$ cat src/rtl/mips_fetch_pkg.sv
`default_nettype none
// ============================================================================
//  mips_fetch_pkg
//  Shared types and field positions for the MIPS instruction fetch stage.
//  Rev 1.0
// ============================================================================
package mips_fetch_pkg;

    localparam int c_opc_hi = 31;
    localparam int c_opc_lo = 26;
    localparam int c_rs_hi  = 25;
    localparam int c_rs_lo  = 21;
    localparam int c_rt_hi  = 20;
    localparam int c_rt_lo  = 16;
    localparam int c_rd_hi  = 15;
    localparam int c_rd_lo  = 11;
    localparam int c_sh_hi  = 10;
    localparam int c_sh_lo  = 6;
    localparam int c_fn_hi  = 5;
    localparam int c_fn_lo  = 0;
    localparam int c_imm_hi = 15;
    localparam int c_jta_hi = 25;

    localparam logic [31:0] c_nop = 32'h0000_0000;

    typedef enum logic [1:0] {
        S_BOOT  = 2'd0,
        S_FETCH = 2'd1,
        S_DRAIN = 2'd2
    } fetch_state_e;

    typedef struct packed {
        logic [31:0] pc;
        logic [31:0] instr;
    } fetch_entry_t;

endpackage
`default_nettype wire

$ cat src/rtl/fetch_fifo.sv
`default_nettype none
// ============================================================================
//  fetch_fifo
//  Synchronous FIFO with flush; head read straight from storage registers.
//  Rev 1.0
// ============================================================================
module fetch_fifo
    import mips_fetch_pkg::*;
#(
    parameter int  DEPTH   = 4,
    parameter type T_ENTRY = fetch_entry_t
) (
    input  logic                   clk,
    input  logic                   rst_n,
    input  logic                   i_push,
    input  T_ENTRY                 i_data,
    input  logic                   i_pop,
    input  logic                   i_flush,
    output T_ENTRY                 o_head,
    output logic                   o_empty,
    output logic [$clog2(DEPTH):0] o_count
);

    localparam int c_aw = $clog2(DEPTH);
    localparam int c_cw = c_aw + 1;

    T_ENTRY            r_mem [DEPTH];
    logic [c_aw-1:0]   r_wr_ptr;
    logic [c_aw-1:0]   r_rd_ptr;
    logic [c_cw-1:0]   r_count;

    logic w_full;
    logic w_do_pop;
    logic w_do_push;

    assign w_full    = (r_count == c_cw'(DEPTH));
    assign w_do_pop  = i_pop && !o_empty;
    // A push into a full FIFO only lands when the head leaves in the same cycle.
    assign w_do_push = i_push && (!w_full || w_do_pop);

    always_ff @(posedge clk or negedge rst_n) begin
        if (!rst_n) begin
            r_wr_ptr <= '0;
            r_rd_ptr <= '0;
            r_count  <= '0;
        end else if (i_flush) begin
            r_wr_ptr <= '0;
            r_rd_ptr <= '0;
            r_count  <= '0;
        end else begin
            if (w_do_push) r_wr_ptr <= r_wr_ptr + 1'b1;
            if (w_do_pop)  r_rd_ptr <= r_rd_ptr + 1'b1;
            r_count <= r_count + c_cw'(w_do_push) - c_cw'(w_do_pop);
        end
    end

    always_ff @(posedge clk) begin
        if (w_do_push && !i_flush) r_mem[r_wr_ptr] <= i_data;
    end

    assign o_head  = r_mem[r_rd_ptr];
    assign o_empty = (r_count == '0);
    assign o_count = r_count;

endmodule
`default_nettype wire

$ cat src/rtl/instr_fetch_unit.sv
`default_nettype none
// ============================================================================
//  instr_fetch_unit
//  Fetch PC, credit-limited imem requests, response buffer, redirect flush.
//  Rev 1.0
// ============================================================================
module instr_fetch_unit
    import mips_fetch_pkg::*;
#(
    parameter int          DEPTH    = 4,
    parameter logic [31:0] RESET_PC = 32'h0000_0000
) (
    input  logic        clk,
    input  logic        reset,
    output logic        imem_req_valid,
    input  logic        imem_req_ready,
    output logic [31:0] imem_req_addr,
    input  logic        imem_rsp_valid,
    input  logic [31:0] imem_rsp_data,
    input  logic        redirect_valid,
    input  logic [31:0] redirect_pc,
    output logic        out_valid,
    input  logic        out_ready,
    output logic [31:0] instruction,
    output logic [31:0] PCOut,
    output logic [31:0] PC_In,
    output logic [5:0]  addr,
    output logic [4:0]  rs,
    output logic [4:0]  rt,
    output logic [4:0]  rd,
    output logic [4:0]  shamt,
    output logic [5:0]  funct,
    output logic [15:0] imm,
    output logic [25:0] JTA,
    output logic        err_unexp_rsp
);

    localparam int c_cw = $clog2(DEPTH) + 1;

    fetch_state_e    r_state;
    fetch_state_e    w_state_nxt;
    logic [31:0]     r_fetch_pc;
    logic [31:0]     r_rsp_pc;
    logic [c_cw-1:0] r_inflight;
    logic [c_cw-1:0] r_drop_cnt;
    logic            r_err;

    logic            w_accept;
    logic            w_rsp_live;
    logic            w_rsp_drop;
    logic            w_rsp_err;
    logic            w_credit;
    logic [c_cw-1:0] w_inflight_left;
    logic [c_cw-1:0] w_drop_nxt;
    logic [c_cw-1:0] w_occ;
    logic [31:0]     w_redir_pc;
    logic            w_empty;
    fetch_entry_t    w_head;
    fetch_entry_t    w_push_data;

    assign w_redir_pc      = redirect_pc & 32'hFFFF_FFFC;
    assign w_accept        = imem_req_valid && imem_req_ready;
    assign w_rsp_live      = imem_rsp_valid && (r_inflight != '0);
    assign w_rsp_drop      = imem_rsp_valid && (r_inflight == '0) && (r_drop_cnt != '0);
    assign w_rsp_err       = imem_rsp_valid && (r_inflight == '0) && (r_drop_cnt == '0);
    assign w_inflight_left = r_inflight - c_cw'(w_rsp_live);
    assign w_drop_nxt      = r_drop_cnt - c_cw'(w_rsp_drop);
    assign w_credit        = ((r_inflight + w_occ) < c_cw'(DEPTH));

    always_comb begin
        w_state_nxt    = r_state;
        imem_req_valid = 1'b0;
        case (r_state)
            S_BOOT:  w_state_nxt = S_FETCH;
            S_FETCH: begin
                imem_req_valid = w_credit && !redirect_valid;
                if (redirect_valid && (w_inflight_left != '0)) w_state_nxt = S_DRAIN;
            end
            S_DRAIN: if (w_drop_nxt == '0) w_state_nxt = S_FETCH;
            default: w_state_nxt = S_BOOT;
        endcase
    end

    // r_rsp_pc tracks the PC of the oldest live request so each word is tagged on arrival.
    always_ff @(posedge clk or negedge reset) begin
        if (!reset) begin
            r_state    <= S_BOOT;
            r_fetch_pc <= RESET_PC;
            r_rsp_pc   <= RESET_PC;
            r_inflight <= '0;
            r_drop_cnt <= '0;
            r_err      <= 1'b0;
        end else begin
            r_state <= w_state_nxt;
            if (w_rsp_err) r_err <= 1'b1;
            if (redirect_valid) begin
                r_fetch_pc <= w_redir_pc;
                r_rsp_pc   <= w_redir_pc;
                r_inflight <= '0;
                r_drop_cnt <= w_drop_nxt + w_inflight_left;
            end else begin
                if (w_accept)   r_fetch_pc <= r_fetch_pc + 32'd4;
                if (w_rsp_live) r_rsp_pc   <= r_rsp_pc + 32'd4;
                r_inflight <= w_inflight_left + c_cw'(w_accept);
                r_drop_cnt <= w_drop_nxt;
            end
        end
    end

    assign w_push_data = '{pc: r_rsp_pc, instr: imem_rsp_data};

    fetch_fifo #(
        .DEPTH   (DEPTH),
        .T_ENTRY (fetch_entry_t)
    ) u_fifo (
        .clk     (clk),
        .rst_n   (reset),
        .i_push  (w_rsp_live),
        .i_data  (w_push_data),
        .i_pop   (out_ready),
        .i_flush (redirect_valid),
        .o_head  (w_head),
        .o_empty (w_empty),
        .o_count (w_occ)
    );

    assign imem_req_addr = r_fetch_pc;
    assign err_unexp_rsp = r_err;
    assign out_valid     = !w_empty;
    assign instruction   = w_empty ? c_nop : w_head.instr;
    assign PCOut         = w_empty ? 32'd0 : w_head.pc;
    assign PC_In         = w_empty ? 32'd0 : (w_head.pc + 32'd4);

    assign addr  = instruction[c_opc_hi:c_opc_lo];
    assign rs    = instruction[c_rs_hi:c_rs_lo];
    assign rt    = instruction[c_rt_hi:c_rt_lo];
    assign rd    = instruction[c_rd_hi:c_rd_lo];
    assign shamt = instruction[c_sh_hi:c_sh_lo];
    assign funct = instruction[c_fn_hi:c_fn_lo];
    assign imm   = instruction[c_imm_hi:0];
    assign JTA   = instruction[c_jta_hi:0];

endmodule
`default_nettype wire

$ cat config.mk
export PLATFORM = sky130hd
export DESIGN_NAME = instr_fetch_unit
export DESIGN_NICKNAME = d
export VERILOG_FILES = /design/src/rtl/mips_fetch_pkg.sv /design/src/rtl/fetch_fifo.sv /design/src/rtl/instr_fetch_unit.sv
export SDC_FILE = /design/constraint.sdc
export NUM_CORES = 1
export LEC_CHECK = 0
export ABC_AREA = 1
export ABC_CLOCK_PERIOD_IN_PS = 5100
export BUFFER_PORTS_ARGS = -buffer_cell sky130_fd_sc_hd__buf_4
export CAP_MARGIN = 20
export CORE_MARGIN = 2
export CORE_UTILIZATION = 35
export DETAILED_ROUTE_END_ITERATION = 8
export PLACE_DENSITY = 0.53
export SYNTH_ARGS = -nofsm -noshare
export SYNTH_HDL_FRONTEND = slang
export SYNTH_SLANG_ARGS = --single-unit
$ cat constraint.sdc
create_clock -name clk -period 5.1 [get_ports clk]
set_input_delay 0.51 -clock clk [delete_from_list [all_inputs] [get_ports clk]]
set_output_delay 0.51 -clock clk [all_outputs]
set_load 0.03 [all_outputs]
Yosys cells after proc, flatten, opt, wreduce, memory -nomap -nowiden
Memories as Yosys holds them, arrays and structs flattened.
Index checks and enable logic that the tools add are counted.
{"block": "classes", "add_sub_neg": 12, "mul": 0, "div_mod_pow": 0, "n_lt_le_gt_ge": 1, "eq_ne": 5, "shift": 0, "muxes": 20, "bitwise": 0, "n_reduce_logical": 27}
{"cell": "$mux 32", "count": 7}
{"cell": "$add 32x3->32 const B", "count": 3}
{"cell": "$logic_not 3->1", "count": 4}
{"cell": "$mux 2", "count": 6}
{"cell": "$logic_and 1x1->1", "count": 10}
{"cell": "$mux 3", "count": 3}
{"cell": "$reduce_bool 3->1", "count": 3}
{"cell": "$sub 3x1->3", "count": 3}
{"cell": "$reduce_bool 2->1", "count": 4}
{"cell": "$add 3x1->3", "count": 2}
{"cell": "$add 3x3->3", "count": 2}
{"cell": "$pmux 2 s3", "count": 1}
{"cell": "$add 2x1->2 const B", "count": 2}
{"cell": "$ne 2x2->1 const B", "count": 2}
{"cell": "$eq 3x3->1 const B", "count": 1}
{"cell": "$logic_not 1->1", "count": 3}
{"cell": "$lt 3x3->1 const B", "count": 1}
{"cell": "$mux 1", "count": 3}
{"cell": "$eq 2x1->1 const B", "count": 1}
{"cell": "$eq 2x2->1 const B", "count": 1}
{"cell": "$logic_not 2->1", "count": 1}
{"cell": "$reduce_and 2->1", "count": 1}
{"cell": "$logic_or 1x1->1", "count": 1}
{"block": "word_totals", "ff_bits": 80, "latchBits": 0, "mem_bits_rw": 256, "mem_bits_ro": 0, "out_inout_bits": 205, "word_cells": 75, "n_memories": 1}
{"memory": "u_fifo.r_mem", "depth": 4, "word_bits": 64, "rd": 1, "rd_ports_with_merged_regs": 0, "write_ports": 1, "line_no": "fetch_fifo.sv:27", "rtl": "T_ENTRY r_mem [DEPTH];"}

Logic depth before layout (Yosys ltp)
Gate-level depths: netlist of the first run.
{"block": "logic_depth", "depth_word": 8, "ltp_mapped": 17, "mapped_depth_nobuf": 15}

By module
A second synthesis of the first run with hierarchy kept.
{"block": "unflattened", "cells_unflattened": 1797, "hier_area_um2": 16897.5}
{"mod": "fetch_fifo", "n_inst": 1, "cells_each": 684, "area_each_um2": 10042.1}
{"mod": "instr_fetch_unit", "n_inst": 1, "cells_each": 1113, "area_each_um2": 6855.3}

Worst setup path after synthesis of the first run
OpenSTA, ideal clock, no wires.
{"block": "synth_timing", "path_kind": "input-to-reg", "start": "input port imem_rsp_valid", "end": "memory u_fifo.r_mem[0][0] in the netlist's numbering (enable)", "setup_ns": 0.482, "arrival_time_ns": 3.576, "slack_ns": 1.041, "cell_stages": 4, "cell_sequence": "nand2_1 > a21oi_1 > nand2_1 > nor2_1"}
{"block": "synth_between", "elab_chain_cells": 5}
{"element": "start: declaration", "line_no": "instr_fetch_unit.sv:18", "rtl": "input logic imem_rsp_valid,"}
{"element": "$logic_and 1x1->1", "line_no": "instr_fetch_unit.sv:63", "rtl": "assign w_rsp_live = imem_rsp_valid && (r_inflight != '0);"}
{"element": "$logic_and 1x1->1", "line_no": "fetch_fifo.sv:39", "rtl": "assign w_do_push = i_push && (!w_full || w_do_pop);"}
{"element": "$logic_and 1x1->1", "line_no": "fetch_fifo.sv:58", "rtl": "if (w_do_push && !i_flush) r_mem[r_wr_ptr] <= i_data;"}
{"element": "$mux 1", "line_no": "fetch_fifo.sv:58"}
{"element": "$mux 1 (not written as such)", "line_no": "fetch_fifo.sv:58"}
{"element": "end: declaration", "line_no": "fetch_fifo.sv:27"}
Every way passes these cells.

Worst setup path after layout of the first run
{"block": "layout_timing", "start": "register u_fifo.r_rd_ptr[1]", "end": "output port PC_In[16]"}
{"block": "layout_between", "elab_chain_cells": 3}
{"element": "start: declaration", "line_no": "fetch_fifo.sv:29", "rtl": "logic [c_aw-1:0] r_rd_ptr;"}
{"element": "start signal: assignment", "line_no": "fetch_fifo.sv:52", "rtl": "if (w_do_pop) r_rd_ptr <= r_rd_ptr + 1'b1;"}
{"element": "$mem_v2 4x64"}
{"element": "$add 32x3->32", "line_no": "instr_fetch_unit.sv:132", "rtl": "assign PC_In = w_empty ? 32'd0 : (w_head.pc + 32'd4);"}
{"element": "$mux 32", "line_no": "instr_fetch_unit.sv:132"}
{"element": "end: declaration", "line_no": "instr_fetch_unit.sv:26", "rtl": "output logic [31:0] PC_In,"}
Every way passes these cells.

==> results of run 1 <==
==> routing by layer <==
| layer | wire length [µm] | up-vias | GRT usage [%] |
|---|---|---|---|
| li1 | - | 6559 | - |
| met1 | 21860 | 6291 | 26.42 |
| met2 | 21770 | 372 | 30.30 |
| met3 | 2325 | 53 | 2.724 |
| met4 | 762 | 0 | 4.460 |
| met5 | 0 | - | 0 |
==> stage by stage <==
stage | util [%] | hold slack, ps | cells | cell area [µm²]
after global placement | 39.45 | 445.2 | 2649 | 18720
final | 42.11 | 168.8 | 2720 | 19980
after global routing | 42.11 | 140.8 | 2720 | 19980
after CTS | 42.11 | 138.9 | 2720 | 19980
after detailed placement | 39.45 | 449.4 | 2649 | 18720
after floorplan | - | 214.4 | 1906 | 16750
==> sequential cells by signal, indices dropped and copies added, names as in the netlist <==
name / count
r_state: 2
err_unexp_rsp: 1
u_fifo.r_mem: 248
r_drop_cnt: 3
u_fifo.r_wr_ptr: 2
r_inflight: 3
u_fifo.o_count: 3
r_rsp_pc: 30
imem_req_addr: 30
u_fifo.r_rd_ptr: 2
==> worst max-delay path, cell delays in order (launching register included) <==
cell and delay, ps:
dfrtp_2 360, buf_4 410, buf_4 600, o211ai_1 190, nand2_1 260, ha_1 220, nand3_1 120, nor2_1 210
nand2_2 130, nor2_2 250, o21ai_0 110, nor2_1 230, buf_4 210
==> cells in the final DEF, fill, tap and decap left out, types with 10 or more instances in the layout <==
cell type and count:
clkinv_1 10, ha_1 17, nor2_2 10, clkbuf_16 38, nand3_1 130, dfrtp_1 74, nand2_1 538, inv_1 114
a21oi_1 66, nor2_1 294, edfxtp_1 248, o211ai_1 21, nand4_1 17, nor3_1 27, xor2_1 30, o21ai_0 103
buf_4 280
==> what timing repair did <==
action	CTS	global route
endpoints found under the hold margin	22	0
hold buffers	1	0
buffers inserted	0	0
==> how the worst max path moves through the flow <==
stage	slack [ps]	end	start	cells past startpoint
detailed placement	1230	PC_In[16]	u_fifo.r_rd_ptr[1]	12
global placement	1290	PC_In[16]	u_fifo.r_rd_ptr[0]	13
global route	440	PC_In[24]	u_fifo.r_rd_ptr[0]	15
CTS	650	PC_In[16]	u_fifo.r_rd_ptr[1]	12
floorplan	1040	u_fifo.r_mem[0][0]	imem_rsp_valid	4
finish	720	PC_In[16]	u_fifo.r_rd_ptr[1]	12
==> logic make-up after synthesis <==
kind of cell | after synthesis | synth area share (%)
simple gates | 1042 | 25.35
flops | 324 | 55.88
buf+inv | 272 | 8.578
compound gates | 205 | 6.671
xor+xnor | 38 | 1.989
fa+ha+maj | 19 | 1.511
other cells | 1 | 0.02242
==> final cells by class <==
cell class | instances | area, µm² | area share (%)
sequential | 324 | 9354 | 46.82
multi-input combinational | 1310 | 6002 | 30.04
timing repair buffer | 283 | 2152 | 10.77
clock buffer | 41 | 962.2 | 4.816
tap | 615 | 769.5 | 3.851
inverter | 118 | 447.9 | 2.242
clock inverter | 29 | 291.5 | 1.459
==> where the power goes <==
| group | internal [mW] | total (mW) | switching (mW) |
|---|---|---|---|
| logic | 1.86 | 6.03 | 4.17 |
| registers | 3.22 | 3.60 | 0.374 |
| clock network | 1.63 | 2.72 | 1.09 |
==> key figures, run 1 <==
Critical path
  • Reg2reg start: u_fifo.o_count[1]
  • Worst R2R Setup Slack: 2010 ps
  • Worst r2r path cells: 9
  • Crit. End Element: output pin
  • Critical path required time: 4590 ps
  • Critical Path Start Type: flop
  • FF-to-FF End: imem_req_addr[28]
  • Maximum fanout along the worst path: 44
  • Critical Path AT: 3870 ps
  • Kind of critical path: reg2out

Timing
  • Final setup viols: 0
  • Tcrit/Tclk final: 85.95%
  • RSZ-0062 raised after global routing: no
  • Slew @ Worst Pin: 1033 ps
  • PnR worst setup slack: 716.6 ps
  • Endpoints failing hold: 0
  • Clk_skew: 16.00 ps
  • Rel. slew slack: 31.03%
  • Fmax achieved: 228.1 MHz
  • Final min period: 4383 ps
  • Max Slew Vio Count: 0
  • Setup TNS: 0 ps

CTS
  • CTS tree: yes
  • Worst skew pair latency: 540 ps
  • Count of clock tree sinks: 324
  • Post-CTS sizing: 0
  • Htree depth: 2
  • CTS buffer count: 38
  • Clock-pin slew on the worst setup and hold paths: 60 ps
  • Root buffer cell: clkbuf_16
  • Clk buf depth: 3

Final layout
  • FILL cells: 4715
  • Layout cells sized above 1: 17.77%
  • Synthesis-to-layout area growth: 19.42%
  • Antenna Cells: 0
  • # nets final: 2164

Floorplan
  • I/O pin count: 275
  • Die H: 222.6 µm
  • Core area: 47450 µm²
  • Num rows: 80
  • Starting density of the core: 35.26%
  • Die width: 222.6 µm
  • Die area: 49560 µm²

Global route
  • Largest net degree at the start of global routing: 91
  • Initial antenna violation count: 0
  • GRT Util Overall: 18.69%
  • Global-route wire length before repair: 72390 µm
  • GR Overflow Total: 0
  • Vias in the first global route: 12650

Power
  • P_leak: 8.432 nW
  • Pwr Total: 12.35 mW
  • Peak supply drop: 0.3541 mV
  • Power Density: 618.2 nW/µm²

Synth
  • Post-synth top area share: 44.51%
  • Flops & latches, synth: 324
  • Count leader, synth: nand2_1
  • Largest cells by area after synthesis: edfxtp_1, nand2_1, dfrtp_1, nor2_1, buf_4
  • Post-synth cell types: 40
  • Top_reg_cell synth: edfxtp_1
  • Netlist area before placement: 16730 µm²
  • Top cell types by occurrence after synthesis: nand2_1, nor2_1, edfxtp_1, nand3_1, inv_1
  • Syn_area_per_cell: 8.801 µm²
  • Register area share after synthesis: 55.88%
  • Ys Warns: 0
  • Top cell type by total area after synthesis: edfxtp_1
  • Async S/R FF share, synth: 23.46%
  • Post-Synthesis Cells: 1901
  • Number of flops mapped to enable cells by yosys: 248

Detailed routing
  • Vias post-DR: 13280
  • DR DRC count: 0
  • Iteration count of the initial detailed-routing pass: 6
  • Routed Antenna Nets: 0
  • Initial DRC count: 921
  • Final WL: 46720 µm
  • Wire per inst: 17.18 µm
  • Vias per Instance: 4.881

Min path
  • Hold Crit Class: in2reg
  • Hold Path Sink: u_fifo.r_mem[0][11]
  • Worst min-delay path startpoint: imem_rsp_data[11]
  • Hold depth: 1

Run status
  • Status: complete, no violations

Run
  • Max Cap Viol: 0

Place
  • Dpl ws: 1233 ps
  • Port bufs: 266
  • Detailed Place HPWL: 31270 µm
  • Placer Congestion: 0.8850
Note: power is estimated with default switching activity, not from simulation.
==> run 2, diff against run 1 <==
--- a/config.mk
+++ b/config.mk
@@ -13,6 +13,7 @@
 export CORE_UTILIZATION = 35
 export DETAILED_ROUTE_END_ITERATION = 8
 export PLACE_DENSITY = 0.53
+export REMOVE_ABC_BUFFERS = 1
 export SYNTH_ARGS = -nofsm -noshare
 export SYNTH_HDL_FRONTEND = slang
 export SYNTH_SLANG_ARGS = --single-unit
==> run 2 against run 1 <==
- critical path type unchanged
- hold slack better by 4.4 ps
- count of clock-buffer cells in the layout increased by 8
- setup slack improved by 14 ps
- highest routed layer unchanged
- critical endpoint is now PC_In[23]
==> key figures, run 2 (synthesis results as in run 1) <==
Run status
  • Status: complete, no violations (unchanged)

Critical path
  • Critical path required time: 4590 ps (about the same)
  • Critical Path AT: 3860 ps (was 3870 ps)
  • Crit. End Element: output pin (unchanged)
  • Maximum fanout along the worst path: 83 (was 44)
  • Critical Path Start Type: flop (unchanged)
  • Kind of critical path: reg2out (unchanged)

Detailed routing
  • Final WL: 47240 µm (was 46720 µm)
  • Vias post-DR: 13250 (was 13280)
  • Initial DRC count: 792 (was 921)
  • DR DRC count: 0 (unchanged)
  • Wire per inst: 17.40 µm (was 17.18 µm)
  • Vias per Instance: 4.879 (was 4.881)
  • Routed Antenna Nets: 0 (unchanged)
  • Iteration count of the initial detailed-routing pass: 5 (was 6)

Final layout
  • Synthesis-to-layout area growth: 18.91% (was 19.42%)
  • Final Util: 41.93% (was 42.11%)
  • Layout cells sized above 1: 17.33% (was 17.77%)
  • Antenna Cells: 0 (unchanged)
  • # nets final: 2164 (unchanged)
  • Post-layout instance area: 19890 µm² (was 19980 µm²)
  • Non-Filler Instances: 2715 (was 2720)
  • Largest register FFs: 248 (unchanged)
  • Most common library cell in the layout ignoring fill and taps: nand2_1 (unchanged)
  • FILL cells: 4670 (was 4715)
  • Reg with most FFs: u_fifo.r_mem (unchanged)
  • Most frequent cells in the layout: nand2_1, nor2_1, buf_4 (unchanged)

CTS
  • Worst skew pair latency: 550 ps (was 540 ps)
  • Clk buf depth: 3 (unchanged)
  • Number of post-CTS setup repair buffers: 0 (unchanged)
  • Count of clock tree sinks: 324 (unchanged)
  • Htree depth: 2 (unchanged)
  • Post-CTS sizing: 0 (unchanged)
  • # hold bufs at CTS: 1 (unchanged)
  • CTS tree: yes (unchanged)
  • CTS buffer count: 37 (was 38)
  • Clock-pin slew on the worst setup and hold paths: 60 ps (about the same)
  • Root buffer cell: clkbuf_16 (unchanged)

Global route
  • Initial antenna violation count: 0 (unchanged)
  • Vias in the first global route: 12760 (was 12650)
  • GRT Util Overall: 18.90% (was 18.69%)
  • Global-route wire length before repair: 72510 µm (was 72390 µm)
  • GR Overflow Total: 0 (unchanged)
  • Largest net degree at the start of global routing: 84 (was 91)

Timing
  • Final setup viols: 0 (unchanged)
  • Tcrit/Tclk final: 85.67% (was 85.95%)
  • Clk_skew: 17.20 ps (was 16.00 ps)
  • Slew @ Worst Pin: 1035 ps (was 1033 ps)
  • Endpoints failing hold: 0 (unchanged)
  • Fmax achieved: 228.9 MHz (was 228.1 MHz)
  • Final min period: 4369 ps (was 4383 ps)
  • Max Slew Vio Count: 0 (unchanged)
  • PnR worst setup slack: 730.7 ps (was 716.6 ps)
  • RSZ-0062 raised after global routing: no (unchanged)
  • Rel. slew slack: 31.01% (was 31.03%)

Power
  • P_leak: 8.388 nW (was 8.432 nW)
  • Peak supply drop: 0.3037 mV (was 0.3541 mV)
  • Power Density: 615.3 nW/µm² (was 618.2 nW/µm²)
  • Pwr Total: 12.24 mW (was 12.35 mW)

Place
  • Placer Congestion: 0.8819 (was 0.8850)
  • Dpl ws: 1255 ps (was 1233 ps)
  • DP Area: 18710 µm² (was 18720 µm²)
  • Detailed Place HPWL: 32100 µm (was 31270 µm)
  • Number of placed instances, taps included: 2650 (was 2649)
  • Port bufs: 266 (unchanged)

Floorplan
  • Core area: 47450 µm² (unchanged)
  • Die area: 49560 µm² (unchanged)
  • Starting density of the core: 35.26% (unchanged)
  • I/O pin count: 275 (unchanged)
  • Num rows: 80 (unchanged)
  • Die H: 222.6 µm (unchanged)
  • Die width: 222.6 µm (unchanged)

Run
  • Max Cap Viol: 0 (unchanged)

Min path
  • Hold Crit Class: in2reg (unchanged)
## run 2: cell types whose count changed in the layout (fill, tap and decap cells not counted)
cell | previous run | this run
buf_12 | 2 | 1
buf_4 | 280 | 282
bufinv_16 | 5 | 3
clkbuf_1 | 3 | 9
clkbuf_16 | 38 | 39
clkbuf_8 | 0 | 1
clkinv_1 | 10 | 9
clkinv_2 | 9 | 3
clkinv_8 | 1 | 0
clkinvlp_4 | 2 | 0
inv_6 | 4 | 2
## run 2: critical path, cell delays in order, from the launching register on
cell and delay (ps):
dfrtp_4 810, buf_4 810, nand2_1 150, nand2_1 110, nand2_1 50, nand2_1 160
nand2_1 70, nor2_1 180, nand2_1 110, nor2_2 250, nand2_1 80, nand2_1 60
inv_1 40, nor2_1 180, buf_4 200
## run 2: through the flow
stage / TNS, ps / hold WS (ps)
3_3_place_gp: 0 / 447.3
6_report: 0 / 173.2
4_1_cts: 0 / 141.6
3_5_place_dp: 0 / 454.4
2_1_floorplan: -1498 / 214.4
5_1_grt: 0 / 152.2
## run 2: layout make-up
class | count | area (µm²) | area share, %
Timing Repair Buffer | 284 | 2147 | 10.79
Multi-Input combinational cell | 1310 | 6002 | 30.17
Clock buffer | 49 | 1023 | 5.145
Tap cell | 615 | 769.5 | 3.868
Inverter | 118 | 447.9 | 2.252
Clock inverter | 15 | 148.9 | 0.7485
Sequential cell | 324 | 9354 | 47.02
## run 2: path summary, 6_finish.rpt
| check | start | endpoint | slack [ps] | cells after the start |
|---|---|---|---|---|
| min in group asynchronous | reset | imem_req_addr[30] | 500 | 2 |
| max in group asynchronous | reset | r_state[1] | 3680 | 3 |
| hold / removal | imem_rsp_data[16] | u_fifo.r_mem[3][16] | 170 | 1 |
| hold reg to reg | err_unexp_rsp | err_unexp_rsp | 460 | 1 |
| setup / recovery | u_fifo.r_rd_ptr[0] | PC_In[23] | 730 | 14 |
| setup reg to reg | u_fifo.o_count[1] | imem_req_addr[8] | 1860 | 8 |
## run 2: layer usage
metal	track usage (%)	vias up	wire length [µm]
li1	-	6561	-
met1	25.62	6198	21300
met2	31.44	430	22150
met3	2.684	58	2691
met4	5.694	0	1100
met5	0	-	0
## run 2: where the power goes
part | switching [mW] | total [mW] | internal, mW
Combinational | 4.20 | 6.04 | 1.84
Clock | 1.05 | 2.61 | 1.56
Sequential | 0.369 | 3.60 | 3.23
Total | 5.61 | 12.2 | 6.63
==> run 3, diff against run 2 <==
--- a/config.mk
+++ b/config.mk
@@ -6,13 +6,13 @@
 export NUM_CORES = 1
 export LEC_CHECK = 0
 export ABC_AREA = 1
-export ABC_CLOCK_PERIOD_IN_PS = 5100
+export ABC_CLOCK_PERIOD_IN_PS = 3900
 export BUFFER_PORTS_ARGS = -buffer_cell sky130_fd_sc_hd__buf_4
 export CAP_MARGIN = 20
 export CORE_MARGIN = 2
 export CORE_UTILIZATION = 35
 export DETAILED_ROUTE_END_ITERATION = 8
-export PLACE_DENSITY = 0.53
+export PLACE_DENSITY = 0.55
 export REMOVE_ABC_BUFFERS = 1
 export SYNTH_ARGS = -nofsm -noshare
 export SYNTH_HDL_FRONTEND = slang
==> constraint.sdc (replaced) <==
create_clock -name clk -period 3.9 [get_ports clk]
set_input_delay 0.39 -clock clk [delete_from_list [all_inputs] [get_ports clk]]
set_output_delay 0.39 -clock clk [all_outputs]
set_load 0.03 [all_outputs]
==> run 3 against run 2 <==
- sequential share of layout area is 0.12 points lower
- power up 29%
- critical path depth rose by 1
- combinational power is 33% higher
- cell area grew 0.26%
- core utilization rose by 0.11 points
- global-route usage about the same
- non-clock buffer count is 8 higher
==> key figures, run 3 (synthesis results as in run 1) <==
Power
  • P_leak: 8.410 nW (was 8.388 nW)
  • Reg power frac: 29.3% (was 29.4%)
  • Cell Int Power: 8.489 mW (was 6.626 mW)
  • Net switching power: 7.362 mW (was 5.614 mW)
  • Clock share of power: 20.1% (was 21.3%)
  • Sw frac: 46.45% (was 45.87%)
  • Pwr Total: 15.85 mW (was 12.24 mW)
  • Combinational share of power: 50.6% (was 49.3%)
  • Peak supply drop: 0.3640 mV (was 0.3037 mV)
  • Power Density: 794.7 nW/µm² (was 615.3 nW/µm²)

CTS
  • Clock-pin slew on the worst setup and hold paths: 50 ps (was 60 ps)
  • Worst skew pair latency: 540 ps (was 550 ps)
  • CTS buffer count: 37 (unchanged)
  • Clk buf depth: 3 (unchanged)
  • Htree depth: 2 (unchanged)
  • Count of clock tree sinks: 324 (unchanged)
  • Number of post-CTS setup repair buffers: 0 (unchanged)
  • Root buffer cell: clkbuf_16 (unchanged)
  • CTS tree: yes (unchanged)

Final layout
  • Largest register FFs: 248 (unchanged)
  • Most common library cell in the layout ignoring fill and taps: nand2_1 (unchanged)
  • Reg with most FFs: u_fifo.r_mem (unchanged)
  • Synthesis-to-layout area growth: 19.22% (was 18.91%)
  • Most frequent cells in the layout: nand2_1, nor2_1, buf_4 (unchanged)
  • Non-Filler Instances: 2725 (was 2715)
  • FILL cells: 4726 (was 4670)
  • Layout cells sized above 1: 17.63% (was 17.33%)
  • Area of the multi-input gates: 6002 µm² (unchanged)
  • Antenna Cells: 0 (unchanged)
  • Final Util: 42.04% (was 41.93%)
  • Register area: 9354 µm² (unchanged)
  • # nets final: 2172 (was 2164)
  • Post-layout instance area: 19950 µm² (was 19890 µm²)

Detailed routing
  • Met3 WL post-DR: 2642 µm (was 2691 µm)
  • Routed Antenna Nets: 0 (unchanged)
  • Iteration count of the initial detailed-routing pass: 5 (unchanged)
  • Final WL: 47420 µm (was 47240 µm)
  • Length of routed wiring on met1: 21260 µm (was 21300 µm)
  • Initial DRC count: 766 (was 792)
  • Highest Signal Layer: met4 (unchanged)
  • Wire per inst: 17.40 µm (about the same)
  • Vias post-DR: 13290 (was 13250)
  • DR DRC count: 0 (unchanged)
  • Vias per Instance: 4.875 (was 4.879)
  • Met2 routed WL: 22440 µm (was 22150 µm)

Critical path
  • Critical path required time: 3510 ps (was 4590 ps)
  • Worst R2R Setup Slack: 1400 ps (was 1860 ps)
  • Slowest cell on the critical path: dfrtp_4 (unchanged)
  • Crit-path max cell delay: 450 ps (was 810 ps)
  • Delay-heaviest family, CP: simple AND/OR/NAND/NOR gates (unchanged)
  • Critical Path Start Type: flop (unchanged)
  • Kind of critical path: reg2out (unchanged)
  • WP buf/inv: 3 (unchanged)
  • Critical Path AT: 3180 ps (was 3860 ps)
  • Crit. End Element: output pin (unchanged)
  • Critical path, cell by cell: clkbuf_8, nand2_1, nand2_1, nand2_1, nand2_1, ha_1, nand3_1, nor2_1, nand2_2, nor2_2, nand2_1, nand2_1, inv_1, nor2_1, buf_4 (was buf_4, nand2_1, nand2_1, nand2_1, nand2_1, nand2_1, nor2_1, nand2_1, nor2_2, nand2_1, nand2_1, inv_1, nor2_1, buf_4)
  • CP dominant cell by count: nand2_1 (unchanged)
  • Maximum fanout along the worst path: 51 (was 83)

Place
  • Port bufs: 266 (unchanged)
  • Number of placed instances, taps included: 2658 (was 2650)
  • Detailed Place HPWL: 32380 µm (was 32100 µm)
  • Placer Congestion: 0.8659 (was 0.8819)
  • DP Area: 18820 µm² (was 18710 µm²)

Timing
  • RSZ-0062 raised after global routing: no (unchanged)
  • Tcrit/Tclk final: 91.57%
  • Clk_skew: 14.36 ps (was 17.20 ps)
  • Max Slew Vio Count: 0 (unchanged)
  • Hold WS: 56.02 ps (was 173.2 ps)
  • Fmax achieved: 280.0 MHz
  • Rel. slew slack: 41.28% (was 31.01%)
  • Final min period: 3571 ps
  • Slew @ Worst Pin: 879.8 ps (was 1035 ps)
  • Final setup viols: 0 (unchanged)
  • Endpoints failing hold: 0 (unchanged)

Min path
  • Hold Crit Class: in2reg (unchanged)

Floorplan
  • Starting density of the core: 35.26% (unchanged)
  • Num rows: 80 (unchanged)
  • Die area: 49560 µm² (unchanged)
  • Die H: 222.6 µm (unchanged)
  • Die width: 222.6 µm (unchanged)
  • Core area: 47450 µm² (unchanged)
  • I/O pin count: 275 (unchanged)

Global route
  • Largest net degree at the start of global routing: 63 (was 84)
  • Global-route wire length before repair: 72460 µm (was 72510 µm)
  • Vias in the first global route: 12960 (was 12760)
  • Initial antenna violation count: 0 (unchanged)
  • GRT Util Overall: 18.87% (was 18.90%)
  • GR Overflow Total: 0 (unchanged)

Run status
  • Status: complete, no violations (unchanged)

Run
  • Max Cap Viol: 0 (unchanged)
## run 3: changes by cell type in the layout (fill, tap and decap cells not counted)
| cell | before | now |
|---|---|---|
| clkinv_1 | 9 | 10 |
| clkinvlp_4 | 0 | 1 |
| buf_6 | 0 | 1 |
| buf_12 | 1 | 5 |
| buf_4 | 282 | 284 |
| inv_8 | 0 | 1 |
| bufinv_16 | 3 | 0 |
| clkbuf_1 | 9 | 10 |
| clkinv_2 | 3 | 5 |
## run 3: power groups by stage
| stage | clock network [mW] | logic [mW] | registers [mW] |
|---|---|---|---|
| after floorplan | 0 | 4.74 | 4.81 |
| after global placement | 0 | 8.01 | 4.69 |
| after detailed placement | 0 | 8.08 | 4.71 |
| after CTS | 3.28 | 8.11 | 4.64 |
| after global routing | 3.42 | 8.66 | 4.71 |
| final | 3.18 | 8.02 | 4.65 |
## run 3: routing by layer
metal	global-route usage, %	vias to the layer above
met5	0	-
met4	5.759	0
met3	2.777	70
met2	31.96	438
met1	25.01	6205
li1	-	6572
## run 3: layout make-up
cell class | count | share of cell area (%)
Clock buffer | 49 | 5.081
Clock inverter | 17 | 0.4454
Multi-Input combinational cell | 1310 | 30.09
Tap cell | 615 | 3.858
Timing Repair Buffer | 292 | 11.37
Sequential cell | 324 | 46.90
Inverter | 118 | 2.258
## run 3: what timing repair did
action,4_1_cts,5_1_grt
resized for setup,0,4
hold endpoints to repair,58,0
endpoints found under the setup margin,0,12
hold buffers,1,0
## run 3: path summary, 6_finish.rpt
path                                     from                   to  depth (start not counted)
min                         imem_rsp_data[22]  u_fifo.r_mem[3][22]                          1
max                        u_fifo.r_rd_ptr[0]            PC_In[24]                         15
max reg2reg                     r_inflight[2]  u_fifo.r_mem[3][23]                          7
min reg2reg                     err_unexp_rsp        err_unexp_rsp                          1
max in group asynchronous               reset         r_rsp_pc[16]                          3
min in group asynchronous               reset    imem_req_addr[25]                          2
## run 3: stage by stage
| stage | worst slack [ps] | setup TNS, ps |
|---|---|---|
| 3_5_place_dp | 676.2 | 0 |
| 3_3_place_gp | 720.2 | 0 |
| 4_1_cts | 102.4 | 0 |
| 5_1_grt | 12.98 | 0 |
| 2_1_floorplan | -1290 | -156240 |
| 6_report | 328.7 | 0 |
